File: src/rtl/riscv_core_branch_recovery_queue_pkg.sv
// Shared types for the branch recovery queue: queued prediction record, recovery FSM
// states, and the outcome check applied to the oldest record at resolve time.
package riscv_core_pred_pkg;

  localparam int ALEN = 32;

  typedef struct packed {
    logic            branch;
    logic            jump;
    logic            p;        // effective prediction: hit & taken
    logic [ALEN-1:0] pc;
    logic [ALEN-1:0] target;
    logic [ALEN-1:0] pc_next;
  } pred_entry_t;

  typedef enum logic {
    RUN     = 1'b0,
    RECOVER = 1'b1
  } recovery_state_e;

  typedef struct packed {
    logic            mispredict;
    logic [ALEN-1:0] recovery;
  } check_result_t;

  function automatic check_result_t check_outcome(input pred_entry_t e,
                                                  input logic taken,
                                                  input logic [ALEN-1:0] addr);
    check_result_t r;
    r.mispredict = 1'b0;
    r.recovery   = addr;
    if (e.jump) begin
      r.mispredict = !(e.p && (e.target == addr));
    end else if (!taken) begin
      // Not taken: wrong only if we predicted taken; redirect to fall-through.
      r.mispredict = e.p;
      r.recovery   = e.pc_next;
    end else begin
      r.mispredict = !(e.p && (e.target == addr));
    end
    return r;
  endfunction

endpackage

File: src/rtl/riscv_core_branch_recovery_queue_if.sv
// Fetch/EX/predictor-facing signal bundle of the branch recovery queue.
interface riscv_core_branch_recovery_queue_if #(
  parameter int DEPTH = 4,
  parameter int CNT_W = 16
);
  import riscv_core_pred_pkg::*;

  // Push handshake: a record transfers on a cycle where i_push_valid & o_push_ready
  // are both high at the clock edge; o_push_ready never depends on i_push_valid.
  logic                    i_push_valid;
  logic                    o_push_ready;
  logic                    i_push_branch;
  logic                    i_push_jump;
  logic                    i_push_hit;
  logic                    i_push_taken;
  logic [ALEN-1:0]         i_push_pc;
  logic [ALEN-1:0]         i_push_target;
  logic [ALEN-1:0]         i_push_pc_next;
  logic                    i_res_valid;
  logic                    i_res_taken;
  logic [ALEN-1:0]         i_res_address;
  logic                    o_mis_prediction;
  logic [ALEN-1:0]         o_recovery_address;
  logic                    o_upd_valid;
  logic [ALEN-1:0]         o_upd_pc;
  logic [ALEN-1:0]         o_upd_target;
  logic                    o_upd_taken;
  logic                    o_res_error;
  logic [$clog2(DEPTH):0]  o_count;
  logic [CNT_W-1:0]        o_cnt_resolved;
  logic [CNT_W-1:0]        o_cnt_mispred;
  recovery_state_e         o_dbg_state;

  modport slave (
    input  i_push_valid, i_push_branch, i_push_jump, i_push_hit, i_push_taken,
           i_push_pc, i_push_target, i_push_pc_next, i_res_valid, i_res_taken, i_res_address,
    output o_push_ready, o_mis_prediction, o_recovery_address, o_upd_valid, o_upd_pc,
           o_upd_target, o_upd_taken, o_res_error, o_count, o_cnt_resolved, o_cnt_mispred,
           o_dbg_state
  );

  modport master (
    output i_push_valid, i_push_branch, i_push_jump, i_push_hit, i_push_taken,
           i_push_pc, i_push_target, i_push_pc_next, i_res_valid, i_res_taken, i_res_address,
    input  o_push_ready, o_mis_prediction, o_recovery_address, o_upd_valid, o_upd_pc,
           o_upd_target, o_upd_taken, o_res_error, o_count, o_cnt_resolved, o_cnt_mispred,
           o_dbg_state
  );

endinterface

File: src/rtl/riscv_core_branch_recovery_queue_fifo.sv
// In-order storage for prediction records with push/pop/clear and occupancy flags.
module riscv_core_pred_fifo
  import riscv_core_pred_pkg::*;
#(
  parameter int DEPTH = 4
) (
  input  logic                   i_clk,
  input  logic                   i_rst,
  input  logic                   push,
  input  pred_entry_t            push_data,
  input  logic                   pop,
  input  logic                   clear,
  output pred_entry_t            head,
  output logic                   full,
  output logic                   empty,
  output logic [$clog2(DEPTH):0] count
);
  localparam int AW = $clog2(DEPTH);

  pred_entry_t   mem [DEPTH];
  logic [AW:0]   wr_ptr;
  logic [AW:0]   rd_ptr;

  // Callers only push when !full and pop when !empty; clear wins over both.
  always_ff @(posedge i_clk or posedge i_rst) begin
    if (i_rst) begin
      wr_ptr <= '0;
      rd_ptr <= '0;
    end else if (clear) begin
      wr_ptr <= '0;
      rd_ptr <= '0;
    end else begin
      if (push) wr_ptr <= wr_ptr + 1'b1;
      if (pop)  rd_ptr <= rd_ptr + 1'b1;
    end
  end

  always_ff @(posedge i_clk) begin
    if (push) mem[wr_ptr[AW-1:0]] <= push_data;
  end

  assign head  = mem[rd_ptr[AW-1:0]];
  assign empty = (wr_ptr == rd_ptr);
  assign full  = (wr_ptr[AW] != rd_ptr[AW]) && (wr_ptr[AW-1:0] == rd_ptr[AW-1:0]);
  assign count = wr_ptr - rd_ptr;

endmodule

File: src/rtl/riscv_core_branch_recovery_queue.sv
// Branch recovery queue: checks the oldest in-flight prediction against the EX outcome,
// raises a registered flush with recovery PC, and feeds predictor updates and counters.
module riscv_core_branch_recovery_queue
  import riscv_core_pred_pkg::*;
#(
  parameter int DEPTH = 4,
  parameter int CNT_W = 16
) (
  input logic                               i_clk,
  input logic                               i_rst,
  riscv_core_branch_recovery_queue_if.slave bus
);

  recovery_state_e        state_q, state_d;
  pred_entry_t            push_entry, head;
  logic                   full, empty;
  logic [$clog2(DEPTH):0] count;
  logic                   push_ready, push_fire, res_fire, res_err, flush;
  check_result_t          chk;

  logic                   mis_q, upd_valid_q, upd_taken_q, err_q;
  logic [ALEN-1:0]        rec_q, upd_pc_q, upd_target_q;
  logic [CNT_W-1:0]       cnt_res_q, cnt_mis_q;

  assign push_ready = (state_q == RUN) && !full;
  // Records that are neither or both branch and jump are malformed and dropped.
  assign push_fire  = bus.i_push_valid && push_ready && (bus.i_push_branch ^ bus.i_push_jump);
  assign res_fire   = bus.i_res_valid && !empty && (state_q == RUN);
  assign res_err    = bus.i_res_valid &&  empty && (state_q == RUN);

  always_comb begin
    push_entry         = '0;
    push_entry.branch  = bus.i_push_branch;
    push_entry.jump    = bus.i_push_jump;
    push_entry.p       = bus.i_push_hit & bus.i_push_taken;
    push_entry.pc      = bus.i_push_pc;
    push_entry.target  = bus.i_push_target;
    push_entry.pc_next = bus.i_push_pc_next;
  end

  always_comb begin
    chk   = check_outcome(head, bus.i_res_taken, bus.i_res_address);
    flush = res_fire && chk.mispredict;
  end

  riscv_core_pred_fifo #(.DEPTH(DEPTH)) u_fifo (
    .i_clk     (i_clk),
    .i_rst     (i_rst),
    .push      (push_fire),
    .push_data (push_entry),
    .pop       (res_fire),
    .clear     (flush),
    .head      (head),
    .full      (full),
    .empty     (empty),
    .count     (count)
  );

  always_ff @(posedge i_clk or posedge i_rst) begin
    if (i_rst) state_q <= RUN;
    else       state_q <= state_d;
  end

  // RECOVER lasts exactly the one cycle in which the flush pulse is visible.
  always_comb begin
    state_d = state_q;
    case (state_q)
      RUN:     if (flush) state_d = RECOVER;
      RECOVER: state_d = RUN;
      default: state_d = RUN;
    endcase
  end

  always_ff @(posedge i_clk or posedge i_rst) begin
    if (i_rst) begin
      mis_q        <= 1'b0;
      rec_q        <= '0;
      upd_valid_q  <= 1'b0;
      upd_pc_q     <= '0;
      upd_target_q <= '0;
      upd_taken_q  <= 1'b0;
      err_q        <= 1'b0;
      cnt_res_q    <= '0;
      cnt_mis_q    <= '0;
    end else begin
      mis_q        <= flush;
      rec_q        <= flush ? chk.recovery : '0;
      upd_valid_q  <= res_fire;
      upd_pc_q     <= res_fire ? head.pc : '0;
      upd_target_q <= res_fire ? bus.i_res_address : '0;
      upd_taken_q  <= res_fire && (bus.i_res_taken || head.jump);
      err_q        <= res_err;
      if (res_fire && (cnt_res_q != {CNT_W{1'b1}})) cnt_res_q <= cnt_res_q + 1'b1;
      if (flush    && (cnt_mis_q != {CNT_W{1'b1}})) cnt_mis_q <= cnt_mis_q + 1'b1;
    end
  end

  assign bus.o_push_ready       = push_ready;
  assign bus.o_mis_prediction   = mis_q;
  assign bus.o_recovery_address = rec_q;
  assign bus.o_upd_valid        = upd_valid_q;
  assign bus.o_upd_pc           = upd_pc_q;
  assign bus.o_upd_target       = upd_target_q;
  assign bus.o_upd_taken        = upd_taken_q;
  assign bus.o_res_error        = err_q;
  assign bus.o_count            = count;
  assign bus.o_cnt_resolved     = cnt_res_q;
  assign bus.o_cnt_mispred      = cnt_mis_q;
  assign bus.o_dbg_state        = state_q;

endmodule

File: src/flat_wrapper.sv
// flat-port wrapper written by rule: the top's interface ports become plain ports
module riscv_core_branch_recovery_queue_flat import riscv_core_pred_pkg::*;
#(
  parameter int DEPTH = 4,
  parameter int CNT_W = 16
)
  (i_clk, i_rst, bus_i_push_valid, bus_i_push_branch, bus_i_push_jump, bus_i_push_hit, bus_i_push_taken, bus_i_push_pc, bus_i_push_target, bus_i_push_pc_next, bus_i_res_valid, bus_i_res_taken, bus_i_res_address, bus_o_push_ready, bus_o_mis_prediction, bus_o_recovery_address, bus_o_upd_valid, bus_o_upd_pc, bus_o_upd_target, bus_o_upd_taken, bus_o_res_error, bus_o_count, bus_o_cnt_resolved, bus_o_cnt_mispred, bus_o_dbg_state);
  riscv_core_branch_recovery_queue_if #(.DEPTH(DEPTH), .CNT_W(CNT_W)) bus_i ();
  input logic i_clk;
  input logic i_rst;
  input wire logic [$bits(bus_i.i_push_valid)-1:0] bus_i_push_valid;
  input wire logic [$bits(bus_i.i_push_branch)-1:0] bus_i_push_branch;
  input wire logic [$bits(bus_i.i_push_jump)-1:0] bus_i_push_jump;
  input wire logic [$bits(bus_i.i_push_hit)-1:0] bus_i_push_hit;
  input wire logic [$bits(bus_i.i_push_taken)-1:0] bus_i_push_taken;
  input wire logic [$bits(bus_i.i_push_pc)-1:0] bus_i_push_pc;
  input wire logic [$bits(bus_i.i_push_target)-1:0] bus_i_push_target;
  input wire logic [$bits(bus_i.i_push_pc_next)-1:0] bus_i_push_pc_next;
  input wire logic [$bits(bus_i.i_res_valid)-1:0] bus_i_res_valid;
  input wire logic [$bits(bus_i.i_res_taken)-1:0] bus_i_res_taken;
  input wire logic [$bits(bus_i.i_res_address)-1:0] bus_i_res_address;
  output wire logic [$bits(bus_i.o_push_ready)-1:0] bus_o_push_ready;
  output wire logic [$bits(bus_i.o_mis_prediction)-1:0] bus_o_mis_prediction;
  output wire logic [$bits(bus_i.o_recovery_address)-1:0] bus_o_recovery_address;
  output wire logic [$bits(bus_i.o_upd_valid)-1:0] bus_o_upd_valid;
  output wire logic [$bits(bus_i.o_upd_pc)-1:0] bus_o_upd_pc;
  output wire logic [$bits(bus_i.o_upd_target)-1:0] bus_o_upd_target;
  output wire logic [$bits(bus_i.o_upd_taken)-1:0] bus_o_upd_taken;
  output wire logic [$bits(bus_i.o_res_error)-1:0] bus_o_res_error;
  output wire logic [$bits(bus_i.o_count)-1:0] bus_o_count;
  output wire logic [$bits(bus_i.o_cnt_resolved)-1:0] bus_o_cnt_resolved;
  output wire logic [$bits(bus_i.o_cnt_mispred)-1:0] bus_o_cnt_mispred;
  output wire logic [$bits(bus_i.o_dbg_state)-1:0] bus_o_dbg_state;
  assign bus_i.i_push_valid = bus_i_push_valid;
  assign bus_i.i_push_branch = bus_i_push_branch;
  assign bus_i.i_push_jump = bus_i_push_jump;
  assign bus_i.i_push_hit = bus_i_push_hit;
  assign bus_i.i_push_taken = bus_i_push_taken;
  assign bus_i.i_push_pc = bus_i_push_pc;
  assign bus_i.i_push_target = bus_i_push_target;
  assign bus_i.i_push_pc_next = bus_i_push_pc_next;
  assign bus_i.i_res_valid = bus_i_res_valid;
  assign bus_i.i_res_taken = bus_i_res_taken;
  assign bus_i.i_res_address = bus_i_res_address;
  assign bus_o_push_ready = bus_i.o_push_ready;
  assign bus_o_mis_prediction = bus_i.o_mis_prediction;
  assign bus_o_recovery_address = bus_i.o_recovery_address;
  assign bus_o_upd_valid = bus_i.o_upd_valid;
  assign bus_o_upd_pc = bus_i.o_upd_pc;
  assign bus_o_upd_target = bus_i.o_upd_target;
  assign bus_o_upd_taken = bus_i.o_upd_taken;
  assign bus_o_res_error = bus_i.o_res_error;
  assign bus_o_count = bus_i.o_count;
  assign bus_o_cnt_resolved = bus_i.o_cnt_resolved;
  assign bus_o_cnt_mispred = bus_i.o_cnt_mispred;
  assign bus_o_dbg_state = bus_i.o_dbg_state;
  riscv_core_branch_recovery_queue #(.DEPTH(DEPTH), .CNT_W(CNT_W)) u_core (.i_clk(i_clk), .i_rst(i_rst), .bus(bus_i));
endmodule
File: config.mk
export PLATFORM = sky130hd
export DESIGN_NAME = riscv_core_branch_recovery_queue_flat
export DESIGN_NICKNAME = d
export VERILOG_FILES = /design/src/rtl/riscv_core_branch_recovery_queue_pkg.sv /design/src/rtl/riscv_core_branch_recovery_queue_if.sv /design/src/rtl/riscv_core_branch_recovery_queue_fifo.sv /design/src/rtl/riscv_core_branch_recovery_queue.sv /design/src/flat_wrapper.sv
export SDC_FILE = /design/constraint.sdc
export NUM_CORES = 1
export LEC_CHECK = 0
export ABC_AREA = 1
export CELL_PAD_IN_SITES_DETAIL_PLACEMENT = 0
export CELL_PAD_IN_SITES_GLOBAL_PLACEMENT = 2
export CORE_ASPECT_RATIO = 0.9
export CORE_UTILIZATION = 35
export DETAILED_ROUTE_END_ITERATION = 12
export PLACE_DENSITY = 0.83
export SYNTH_ARGS = -nofsm -noshare
export SYNTH_HDL_FRONTEND = slang
export SYNTH_HIERARCHICAL = 1
export SYNTH_SLANG_ARGS = --single-unit
File: constraint.sdc
create_clock -name i_clk -period 7.4 [get_ports i_clk]
set_input_delay 1.85 -clock i_clk [delete_from_list [all_inputs] [get_ports i_clk]]
set_output_delay 1.85 -clock i_clk [all_outputs]
set_load 0.05 [all_outputs]
After elaboration in Yosys (flattened, before gate mapping). Memory sizes are Yosys's and may differ from the RTL's. Cells that the tools add are included.

Add/sub/neg operators: 5. Equal/unequal tests: 6. Mux-type cells: 15. Bitwise logic cells: 3. Reductions and logical operators: 19.

Operators with widths (count): $mux W32 (5); $add A16 B1 Y16 const B (2); $eq A32 B32 Y1 (1); $ne A16 B16 Y1 const B (2); $logic_and A1 B1 Y1 (13); $mux W3 (4); $add A3 B1 Y3 const B (2); $mux W1 (5); $reduce_bool A2 Y1 (2); $eq A3 B3 Y1 (1); $logic_not A1 Y1 (3); $sub A3 B3 Y3 (1); $eq A2 B2 Y1 (1); $pmux W1 S2 (1); $and A1 B1 Y1 (1); $logic_or A1 B1 Y1 (1); $ne A1 B1 Y1 (1); $not A1 Y1 (1); $xor A1 B1 Y1 (1).

Register bits after elaboration: 139. Bits in writable memories: 396. Output and inout bits: 137. Word-level logic and storage cells: 61. Memories kept: 1.

Memory list: u_core.u_fifo.mem (words 4, width 99, rd ports 1, clocked after Yosys merged registers in 0, write ports 1, line riscv_core_branch_recovery_queue_fifo.sv:20) `pred_entry_t mem [DEPTH];`.

Logic depth before layout (Yosys ltp). Gate-level depths: netlist of the first run. An unclocked memory read counts as a cell.

Depth in word-level cells: 9. Mapped depth: 20. Depth with buffers taken out: 17.

By module. The synthesis of the first run kept the hierarchy.

Modules (own cells, without submodules): riscv_core_pred_fifo (times used 1, cells each 1613, area each 17010.1 um2, sequential area each 12041.5 um2); riscv_core_branch_recovery_queue (times used 1, cells each 683, area each 5879.4 um2, sequential area each 3328.2 um2).

Worst setup path after synthesis of the first run. OpenSTA, ideal clock, no wires.

Kind: register to register. Start: register u_core.u_fifo.rd_ptr[1]. End: memory u_core/u_fifo/mem[3][0] in the netlist's numbering, enable pin. Data arrival time: 4369 ps. Required time: 6947 ps. Slack: 2578 ps. Stages on the path, launching flop included: 12. Clock period less this slack: 4822 ps. Cell sequence: dfrtp_1 -> inv_2 -> buf_1 -> ha_1 -> nand2_1 -> a21oi_1 -> nor2_1 -> nand2_1 -> nor2_1 -> clkbuf_1 -> nand2_1 -> inv_1.

Longest elaborated chain between the ends: 8.

RTL lines: from (decl) (line riscv_core_branch_recovery_queue_fifo.sv:22) `logic [AW:0] rd_ptr;`; from (signal assigned) (line riscv_core_branch_recovery_queue_fifo.sv:34) `if (pop) rd_ptr <= rd_ptr + 1'b1;`; $eq A2 B2 Y1 (line riscv_core_branch_recovery_queue_fifo.sv:44) `assign full = (wr_ptr[AW] != rd_ptr[AW]) && (wr_ptr[AW-1:0] == rd_ptr[AW-1:0]);`; $logic_and A1 B1 Y1 (line riscv_core_branch_recovery_queue_fifo.sv:44); net u_core.full (line riscv_core_branch_recovery_queue.sv:16) `logic full, empty;`; $logic_not A1 Y1 (line riscv_core_branch_recovery_queue.sv:25) `assign push_ready = (state_q == RUN) && !full;`; $logic_and A1 B1 Y1 (line riscv_core_branch_recovery_queue.sv:25); net bus_o_push_ready (line flat_wrapper.sv:22) `output wire logic [$bits(bus_i.o_push_ready)-1:0] bus_o_push_ready;`; $logic_and A1 B1 Y1 (2 in a row) (line riscv_core_branch_recovery_queue.sv:27) `assign push_fire = bus.i_push_valid && push_ready && (bus.i_push_branch ^ bus.i_push_jump);`; net u_core.push_fire (line riscv_core_branch_recovery_queue.sv:18) `logic push_ready, push_fire, res_fire, res_err, flush;`; $mux W1 (line riscv_core_branch_recovery_queue_fifo.sv:39) `if (push) mem[wr_ptr[AW-1:0]] <= push_data;`; $mux W1 (not written as such) (line riscv_core_branch_recovery_queue_fifo.sv:39); to (decl) (line riscv_core_branch_recovery_queue_fifo.sv:20).

The timed path passes the listed nets, and every way through them passes these cells.

Worst setup path after layout of the first run.
Start: register u_core.u_fifo.rd_ptr[1]. End: output port bus_o_count[2].

Longest elaborated chain between the ends: 1.

RTL lines: $sub A3 B3 Y3 (line riscv_core_branch_recovery_queue_fifo.sv:45) `assign count = wr_ptr - rd_ptr;`; to (decl) (line flat_wrapper.sv:30) `output wire logic [$bits(bus_i.o_count)-1:0] bus_o_count;`.

No other way between the ends.

==> results.json, run 1 <==
{
  "run_status": "finished clean",
  "placed_cell_area_um2": 26300,
  "worst_hold_slack_ps": 525,
  "drcViolationCount": 0,
  "slew-limit-headroom_pct": 29.3,
  "topRoutingLayerUsed": "met5",
  "routed_wire_length_per_instance_um": 16.8,
  "switching_part_of_the_total_pct": 38.6,
  "pwr-share-clk_pct": 28.2,
  "final-max-slew-violation-count": 0,
  "fraction_of_layout_instances_using_a_drive_strength_above_1_pct": 5.52,
  "antenna_found_initial": 14,
  "total_leakage_power_nw": 12.8,
  "power.total_mw": 10.7,
  "start_util_pct": 35.4,
  "final_cell_area_um2": 28300,
  "design.die.area_um2": 66000,
  "final_hold_viol_count": 0,
  "timing.final.ws_setup_ps": 1910,
  "cts_buffers": 56,
  "period_minus_slack_ps": 5490,
  "post-cts-setup-buffer-count": 0,
  "fillerInstances": 6004,
  "cts_sinks": 531,
  "post_drt_via_cell_ratio": 4.42,
  "syn-instance-count": 2281,
  "achievable-frequency_mhz": 182,
  "cell_pwr_density_nw_per_um2": 377,
  "number_of_buffer_cells_added_on_primary_ports": 273,
  "grt_overflow_total": 0,
  "drt_pre_antenna_iters": 5,
  "routedLengthMet1_um": 26100,
  "power.switching_mw": 4.11,
  "tritoncts": "yes",
  "final.setup.tns_ps": 0,
  "start_kind": "register",
  "finalSetupViolCount": 0,
  "drt.antenna.violating_nets": 0,
  "cts-root-to-sink-buffers": 3,
  "cts.repair.resized": 0,
  "grt_pass1_wl_um": 88500,
  "fin_nets": 2691,
  "floorplan.io_pins": 274,
  "critical_path_arrival_ps": 3640,
  "crit_type": "reg2out",
  "dieHeight_um": 244,
  "power.ir.vdd_worst_uv": 206,
  "root_buffer": "sky130_fd_sc_hd__clkbuf_16",
  "worst_pin_slew_ps": 1060,
  "placement_row_count": 88,
  "cts-hold-fix-buffers": 0,
  "syn2layout_area_growth_pct": 24.5,
  "synth.yosys.warnings": 6,
  "clk_pin_slew_worst_paths_ps": 60,
  "hold_path.class": "reg2reg",
  "cp_data_required_time_ps": 5550,
  "max-cap-violations": 0,
  "first_global_vias": 15000,
  "die_x_um": 271,
  "floorplan.core_area_um2": 64200,
  "first_iter_violations": 945,
  "fin_skew_ps": 16.7,
  "detailroute.via_count": 15200,
  "synth_nets": 2428,
  "detail_route_met2_wl_um": 27000,
  "cellInternalPower_mw": 6.55,
  "unrepaired_setup_endpoints_after_global_routing": "no",
  "power.combinational.fraction_pct": 35.3,
  "seq_power_share_pct": 36.5,
  "hpwlAfterDp_um": 35400,
  "dp_worst_setup_slack_ps": 2450,
  "cts_max_level": 2,
  "crit_path_max_fanout": 48,
  "gp_congestion": 0.782,
  "multi_input_area_um2": 5170,
  "grt_start_max_net_pins": 99,
  "gr-usage-all-layers_pct": 17.6,
  "routed_wl_um": 57900,
  "synth.avg_cell_area_um2": 9.96,
  "post-route-period-util_pct": 74.1,
  "met3RoutedLength_um": 3180,
  "clock_latency_ps": 620,
  "end_kind": "output port",
  "synthesis.area_um2": 22700,
  "final-seq-area_um2": 15300
}
[final cells by class]
class                      instances  share of cell area, %
multi-input combinational       1158                   18.3
clock buffer                      70                   5.36
antenna                            4                 0.0354
timing repair buffer             291                   10.2
tap                              855                   3.78
clock inverter                    36                   1.66
inverter                         506                   6.80
sequential                       531                   53.9
[cells in the final DEF (no fill, tap or decap), types with 17 or more instances in the layout]
cell type                         instances
sky130_fd_sc_hd__edfxtp_1               392
sky130_fd_sc_hd__dfrtp_1                137
sky130_fd_sc_hd__nand2_1                626
sky130_fd_sc_hd__xor2_1                  32
sky130_fd_sc_hd__clkdlybuf4s50_1        273
sky130_fd_sc_hd__a21oi_1                 36
sky130_fd_sc_hd__nand3_1                212
sky130_fd_sc_hd__clkbuf_16               57
sky130_fd_sc_hd__nor2_1                 176
sky130_fd_sc_hd__buf_4                   17
sky130_fd_sc_hd__xnor2_1                 17
sky130_fd_sc_hd__inv_1                  487
sky130_fd_sc_hd__nand4_1                 18
[flip-flops by register name, summed over array words and instances (netlist names)]
signal                         flops
u_core/bus.o_recovery_address     32
u_core/u_fifo/rd_ptr               3
u_core/bus.o_upd_valid             1
u_core/bus.o_upd_taken             1
u_core/bus.o_cnt_mispred          16
u_core/u_fifo/mem                392
u_core/u_fifo/wr_ptr               3
u_core/bus.o_upd_target           32
u_core/bus.o_mis_prediction        1
u_core/bus.o_res_error             1
u_core/bus.o_cnt_resolved         16
u_core/bus.o_upd_pc               32
u_core/bus.o_dbg_state             1
[per-stage QoR]
| stage | cells | utilization, % |
|---|---|---|
| 2_1_floorplan | 2281 | - |
| 3_3_place_gp | 3341 | 41.0 |
| 3_5_place_dp | 3341 | 41.0 |
| 4_1_cts | 3447 | 44.1 |
| 5_1_grt | 3449 | 44.1 |
| 6_report | 3451 | 44.1 |
[critical path: stages (launching register included)]
cell and delay [ps]:
sky130_fd_sc_hd__dfrtp_4 890, sky130_fd_sc_hd__inv_4 450, sky130_fd_sc_hd__fa_1 550, sky130_fd_sc_hd__nand3b_1 170, sky130_fd_sc_hd__nand2_1 60, sky130_fd_sc_hd__clkdlybuf4s50_1 810
[power by group through the flow]
stage	clock (mW)	sequential (mW)	combinational, mW
2_1_floorplan	0	4.60	1.87
3_3_place_gp	0	3.95	3.82
3_5_place_dp	0	3.96	3.83
4_1_cts	3.08	3.90	3.85
5_1_grt	3.21	3.94	4.15
6_report	3.01	3.89	3.77
[routing by layer]
metal  vias to the layer above  track usage, %
met5                         -               0
met4                        16            5.68
met3                        99            3.74
met2                       337            28.5
met1                      7214            23.7
li1                       7574               -
[path summary, 6_finish.rpt]
check / from / depth (start not counted) / to / slack, ps
worst min register to register: u_core/bus.o_cnt_mispred[15] / 2 / u_core/bus.o_cnt_mispred[15] / 520
min in group asynchronous: i_rst / 2 / u_core/u_fifo/rd_ptr[1] / 1600
worst min-delay path: u_core/bus.o_cnt_mispred[15] / 2 / u_core/bus.o_cnt_mispred[15] / 520
max in group asynchronous: i_rst / 3 / u_core/bus.o_upd_target[30] / 4310
worst max register to register: u_core/u_fifo/rd_ptr[0] / 14 / u_core/bus.o_recovery_address[5] / 2500
worst max-delay path: u_core/u_fifo/rd_ptr[1] / 5 / bus_o_count[2] / 1910
Power figures use the tool's default switching activity.
==> run 2: changes to the inputs <==
- CORE_UTILIZATION: 35 -> 32
- PLACE_DENSITY: 0.83 -> 0.8
- clock period: 7.4 -> 4.8 ns (I/O delays scaled with it)
==> results.json, run 2 (synthesis results as in run 1) <==
{
  "slew-limit-headroom_pct": 29.3,
  "number_of_buffer_cells_added_on_primary_ports": 273,
  "final.setup.tns_ps": 0,
  "drt_pre_antenna_iters": 5,
  "cts_sinks": 531,
  "routed_wire_length_per_instance_um": 16.7,
  "final_hold_viol_count": 0,
  "fraction_of_layout_instances_using_a_drive_strength_above_1_pct": 6.06,
  "first_global_vias": 15100,
  "achievable-frequency_mhz": 232,
  "unrepaired_setup_endpoints_after_global_routing": "no",
  "cts-root-to-sink-buffers": 3,
  "syn2layout_area_growth_pct": 26.0,
  "dp_worst_setup_slack_ps": 1000,
  "pwr-share-clk_pct": 28.1,
  "fin_skew_ps": 18.9,
  "switching_part_of_the_total_pct": 38.8,
  "finalSetupViolCount": 0,
  "final_common_cell": "sky130_fd_sc_hd__nand2_1",
  "clk_pin_slew_worst_paths_ps": 60,
  "fillerInstances": 6604,
  "critical_path_arrival_ps": 3110,
  "cellInternalPower_mw": 10.1,
  "post-route-period-util_pct": 89.7,
  "start_util_pct": 32.4,
  "cts-hold-fix-buffers": 0,
  "crit_type": "reg2out",
  "die_x_um": 283,
  "cp_data_required_time_ps": 3600,
  "detailroute.via_count": 15500,
  "drt.antenna.violating_nets": 0,
  "post-cts-setup-buffer-count": 0,
  "floorplan.core_area_um2": 70100,
  "fin_nets": 2704,
  "gp_congestion": 0.811,
  "end_kind": "output port",
  "floorplan.io_pins": 274,
  "max-cap-violations": 0,
  "drcViolationCount": 0,
  "power.switching_mw": 6.42,
  "timing.final.ws_setup_ps": 495,
  "grt_pass1_wl_um": 89800,
  "cts.repair.resized": 0,
  "final-max-slew-violation-count": 0,
  "crit_path_max_fanout": 42,
  "period_minus_slack_ps": 4310,
  "root_buffer": "sky130_fd_sc_hd__clkbuf_16",
  "flip_flop_count_of_the_largest_register_after_layout": 392,
  "most-common-layout-cells": "626 x sky130_fd_sc_hd__nand2_1, 487 x sky130_fd_sc_hd__inv_1, 392 x sky130_fd_sc_hd__edfxtp_1, 273 x sky130_fd_sc_hd__clkdlybuf4s50_1, 212 x sky130_fd_sc_hd__nand3_1",
  "first_iter_violations": 945,
  "cell_pwr_density_nw_per_um2": 578,
  "start_kind": "register",
  "tritoncts": "yes",
  "hold_path.class": "reg2reg",
  "clock_latency_ps": 620,
  "run_status": "finished clean",
  "grt_overflow_total": 0,
  "antenna_found_initial": 13,
  "power.combinational.fraction_pct": 36.3,
  "routed_wl_um": 59200,
  "seq_power_share_pct": 35.7,
  "gr-usage-all-layers_pct": 16.4,
  "cts_buffers": 59,
  "cts_max_level": 2,
  "fin_util_pct": 40.8,
  "dieHeight_um": 255,
  "placement_row_count": 92,
  "total_leakage_power_nw": 12.9,
  "power.ir.vdd_worst_uv": 320,
  "hpwlAfterDp_um": 36000,
  "grt_start_max_net_pins": 101,
  "worst_pin_slew_ps": 1060,
  "design.die.area_um2": 72100,
  "post_drt_via_cell_ratio": 4.36
}
## run 2: metrics by stage
step	hold WS (ps)	cells	power, mW	area, um2
2_1_floorplan	532	2281	9.97	22700
3_3_place_gp	511	3436	12.0	26600
3_5_place_dp	519	3436	12.1	26600
4_1_cts	527	3546	16.8	28600
5_1_grt	553	3549	17.5	28600
6_report	514	3551	16.6	28600
## run 2: worst paths after layout
kind	from	end	slack, ps	depth (start not counted)
max in group asynchronous	i_rst	u_core/bus.o_recovery_address[8]	2590	3
max reg2reg	u_core/u_fifo/rd_ptr[0]	u_core/bus.o_recovery_address[11]	1070	16
min in group asynchronous	i_rst	u_core/u_fifo/rd_ptr[1]	1020	2
min	u_core/bus.o_cnt_resolved[9]	u_core/bus.o_cnt_resolved[9]	510	1
min reg2reg	u_core/bus.o_cnt_resolved[9]	u_core/bus.o_cnt_resolved[9]	510	1
max	u_core/u_fifo/rd_ptr[0]	bus_o_count[2]	490	6
## run 2: final cells by class
type,instances,area (um2),share of cell area [%]
Multi-Input combinational cell,1158,5170,18.0
Inverter,506,1920,6.72
Sequential cell,531,15300,53.3
Clock buffer,76,1640,5.73
Antenna cell,5,12.5,0.0437
Timing Repair Buffer,301,3080,10.8
Clock inverter,34,379,1.32
Tap cell,940,1180,4.11
## run 2: metal layers
layer | routed length (um) | up-vias | GRT usage (%)
met5 | 119 | - | 0
met4 | 1330 | 18 | 4.84
met3 | 3570 | 102 | 4.20
met2 | 27600 | 352 | 26.7
met1 | 26500 | 7395 | 21.5
li1 | - | 7604 | -
## run 2: critical path, cell delays in order (launching register included)
cell,delay (ps)
sky130_fd_sc_hd__dfrtp_4,800
sky130_fd_sc_hd__ha_1,250
sky130_fd_sc_hd__inv_1,50
sky130_fd_sc_hd__fa_1,370
sky130_fd_sc_hd__nand3b_1,170
sky130_fd_sc_hd__nand2_1,60
sky130_fd_sc_hd__clkdlybuf4s50_1,800
## run 2: power groups by stage
| stage | clock (mW) | combinational (mW) | sequential, mW |
|---|---|---|---|
| global placement | 0 | 6.06 | 5.99 |
| floorplan | 0 | 2.88 | 7.09 |
| detailed placement | 0 | 6.11 | 6.00 |
| finish | 4.64 | 6.01 | 5.90 |
| global route | 4.96 | 6.60 | 5.97 |
| CTS | 4.79 | 6.13 | 5.91 |
==> run 3: changes to the inputs <==
- CORE_UTILIZATION: 32 -> 33
- HOLD_SLACK_MARGIN: not set -> 0.06
- SYNTH_HIERARCHICAL: 1 -> not set
- TNS_END_PERCENT: not set -> 20
==> results.json, run 3 <==
{
  "routed_wire_length_per_instance_um": 20.5,
  "final.setup.tns_ps": 0,
  "grt_pass1_wl_um": 87000,
  "cts-hold-fix-buffers": 0,
  "cp_cell_sequence": "ha_1 -> fa_1 -> xor2_1 -> clkdlybuf4s50_1",
  "total_leakage_power_nw": 9.96,
  "ys_ff_latch": 531,
  "timing.hold.worst_path_depth": 2,
  "period_minus_slack_ps": 4040,
  "fin_cells": 2870,
  "tritoncts": "yes",
  "drt_pre_antenna_iters": 5,
  "start_kind": "register",
  "gr-usage-all-layers_pct": 18.3,
  "cts_max_level": 2,
  "run_status": "finished clean",
  "final_common_cell": "sky130_fd_sc_hd__edfxtp_1",
  "crit_path_max_fanout": 16,
  "clock_latency_ps": 630,
  "end_kind": "output port",
  "dominantRegCellSynth": "sky130_fd_sc_hd__edfxtp_1",
  "grt_start_max_net_pins": 186,
  "synth_largest_type_area_fraction_pct": 56.6,
  "antenna_found_initial": 3,
  "max-cap-violations": 0,
  "synth_cell_types": 37,
  "grt_overflow_total": 0,
  "syn2layout_area_growth_pct": 26.9,
  "unrepaired_setup_endpoints_after_global_routing": "no",
  "fin_nets": 2134,
  "critPathMaxStageDelay_ps": 860,
  "syn-instance-count": 1717,
  "synth_nets": 1864,
  "synth.largest_area_cell": "sky130_fd_sc_hd__edfxtp_1",
  "placement_row_count": 86,
  "synth.yosys.warnings": 0,
  "power.ir.vdd_worst_uv": 432,
  "root_buffer": "sky130_fd_sc_hd__clkbuf_16",
  "achievable-frequency_mhz": 247,
  "cp_data_required_time_ps": 3600,
  "place_inst": 2765,
  "fin_skew_ps": 39.6,
  "diodes": 0,
  "hpwlAfterDp_um": 36500,
  "clk_pin_slew_worst_paths_ps": 60,
  "finalSetupViolCount": 0,
  "routed_wl_um": 58700,
  "final_hold_viol_count": 0,
  "timing.critical_path.buf_inv": 1,
  "cts_sinks": 531,
  "hold_path.class": "reg2reg",
  "final-max-slew-violation-count": 0,
  "design.die.area_um2": 64000,
  "synth.avg_cell_area_um2": 12.1,
  "gp_congestion": 0.798,
  "die_x_um": 267,
  "post-cts-setup-buffer-count": 0,
  "critical_path.top_delay_family": "buffers and inverters",
  "critical_path_cell_count": 4,
  "critical_path_arrival_ps": 2840,
  "yosys.cell_count.top_type": "sky130_fd_sc_hd__edfxtp_1",
  "first_global_vias": 13700,
  "floorplan.core_area_um2": 61800,
  "ys_async_sr_fraction_pct": 26.2,
  "worst_pin_slew_ps": 1010,
  "synthesis.area_um2": 20800,
  "number_of_buffer_cells_added_on_primary_ports": 273,
  "start_util_pct": 33.7,
  "detailroute.via_count": 13800,
  "drt.antenna.violating_nets": 0,
  "synth.top_cells.by_area": "sky130_fd_sc_hd__edfxtp_1 57%, sky130_fd_sc_hd__dfrtp_1 17%, sky130_fd_sc_hd__nand2_1 5.4%",
  "first_iter_violations": 1086,
  "synth-edff-count": 392,
  "fillerInstances": 5703,
  "most-common-layout-cells": "392 x sky130_fd_sc_hd__edfxtp_1, 299 x sky130_fd_sc_hd__nand2_1, 288 x sky130_fd_sc_hd__nor2_1, 272 x sky130_fd_sc_hd__clkdlybuf4s50_1, 158 x sky130_fd_sc_hd__o21ai_0",
  "most_instantiated_cells_after_synthesis": "392 x sky130_fd_sc_hd__edfxtp_1, 299 x sky130_fd_sc_hd__nand2_1, 292 x sky130_fd_sc_hd__nor2_1",
  "cts_buffers": 56,
  "post-route-period-util_pct": 84.2,
  "r2r_cells": 6,
  "cts.repair.resized": 0,
  "post_drt_via_cell_ratio": 4.81,
  "flip_flop_count_of_the_largest_register_after_layout": 392,
  "fraction_of_layout_instances_using_a_drive_strength_above_1_pct": 6.88,
  "timing.critical_path.slowest_stage_cell": "sky130_fd_sc_hd__clkdlybuf4s50_1",
  "power.total_mw": 16.1,
  "slew-limit-headroom_pct": 32.2,
  "cts-root-to-sink-buffers": 3,
  "yosysSeqAreaShare_pct": 73.3,
  "floorplan.io_pins": 274,
  "dieHeight_um": 240,
  "cell_pwr_density_nw_per_um2": 610,
  "drcViolationCount": 0,
  "crit_type": "reg2out"
}
-- run 3: path summary, 6_finish.rpt --
kind / from / slack, ps / end
min: u_core.bus.o_cnt_mispred[8] / 490 / u_core.bus.o_cnt_mispred[8]
min in group asynchronous: i_rst / 1020 / u_core.bus.o_recovery_address[27]
max reg2reg: u_core.u_fifo.rd_ptr[1] / 1140 / u_core.u_fifo.mem[1][78]
min reg2reg: u_core.bus.o_cnt_mispred[8] / 490 / u_core.bus.o_cnt_mispred[8]
max: u_core.u_fifo.rd_ptr[0] / 760 / bus_o_count[2]
max in group asynchronous: i_rst / 2930 / u_core.u_fifo.rd_ptr[0]
-- run 3: cell families after synthesis --
logic type	after synthesis	synth area share, %
simple gates	742	14.7
flops	531	73.3
compound gates	230	6.14
buf+inv	166	3.58
xor+xnor	38	1.60
fa+ha+maj	10	0.638
-- run 3: area by class of cell --
class / count / area (um2) / share of cell area (%)
Inverter: 80 / 312 / 1.18
Timing Repair Buffer: 298 / 3070 / 11.6
Sequential cell: 531 / 15300 / 57.8
Tap cell: 836 / 1050 / 3.96
Clock inverter: 30 / 317 / 1.20
Clock buffer: 75 / 1540 / 5.85
Multi-Input combinational cell: 1020 / 4850 / 18.4
-- run 3: report_power, final --
group	leakage (nW)	total [mW]	switching, mW	internal (mW)
Clock	0.910	4.34	1.85	2.49
Combinational	3.65	5.77	4.13	1.64
Sequential	5.40	5.98	0.341	5.64
Total	9.96	16.1	6.32	9.76
-- run 3: per-stage QoR --
stage	worst slack, ps	cell area (um2)	utilization, %	hold slack [ps]
floorplan	270	20800	-	500
global placement	871	24500	39.7	486
detailed placement	930	24500	39.7	481
CTS	715	26400	42.7	496
global route	667	26400	42.7	514
finish	757	26400	42.7	489
-- run 3: routing by layer --
layer  GRT usage [%]  wire (um)  share of wire, %  vias to the layer above
met5               0         30             0.051                        -
met3            3.52       3520               6.0                       70
li1                -          -                 -                     6479
met4            4.51        998               1.7                        4
met1            25.7      26800                46                     6843
met2            29.0      27400                47                      420
-- run 3: worst register-to-register path, delay by kind of cell (launching register included) --
family / cells / cell delay, ps
compound gates: 1 / 240
fa+ha+maj: 1 / 480
buf+inv: 2 / 700
flops: 1 / 790
simple gates: 2 / 1150
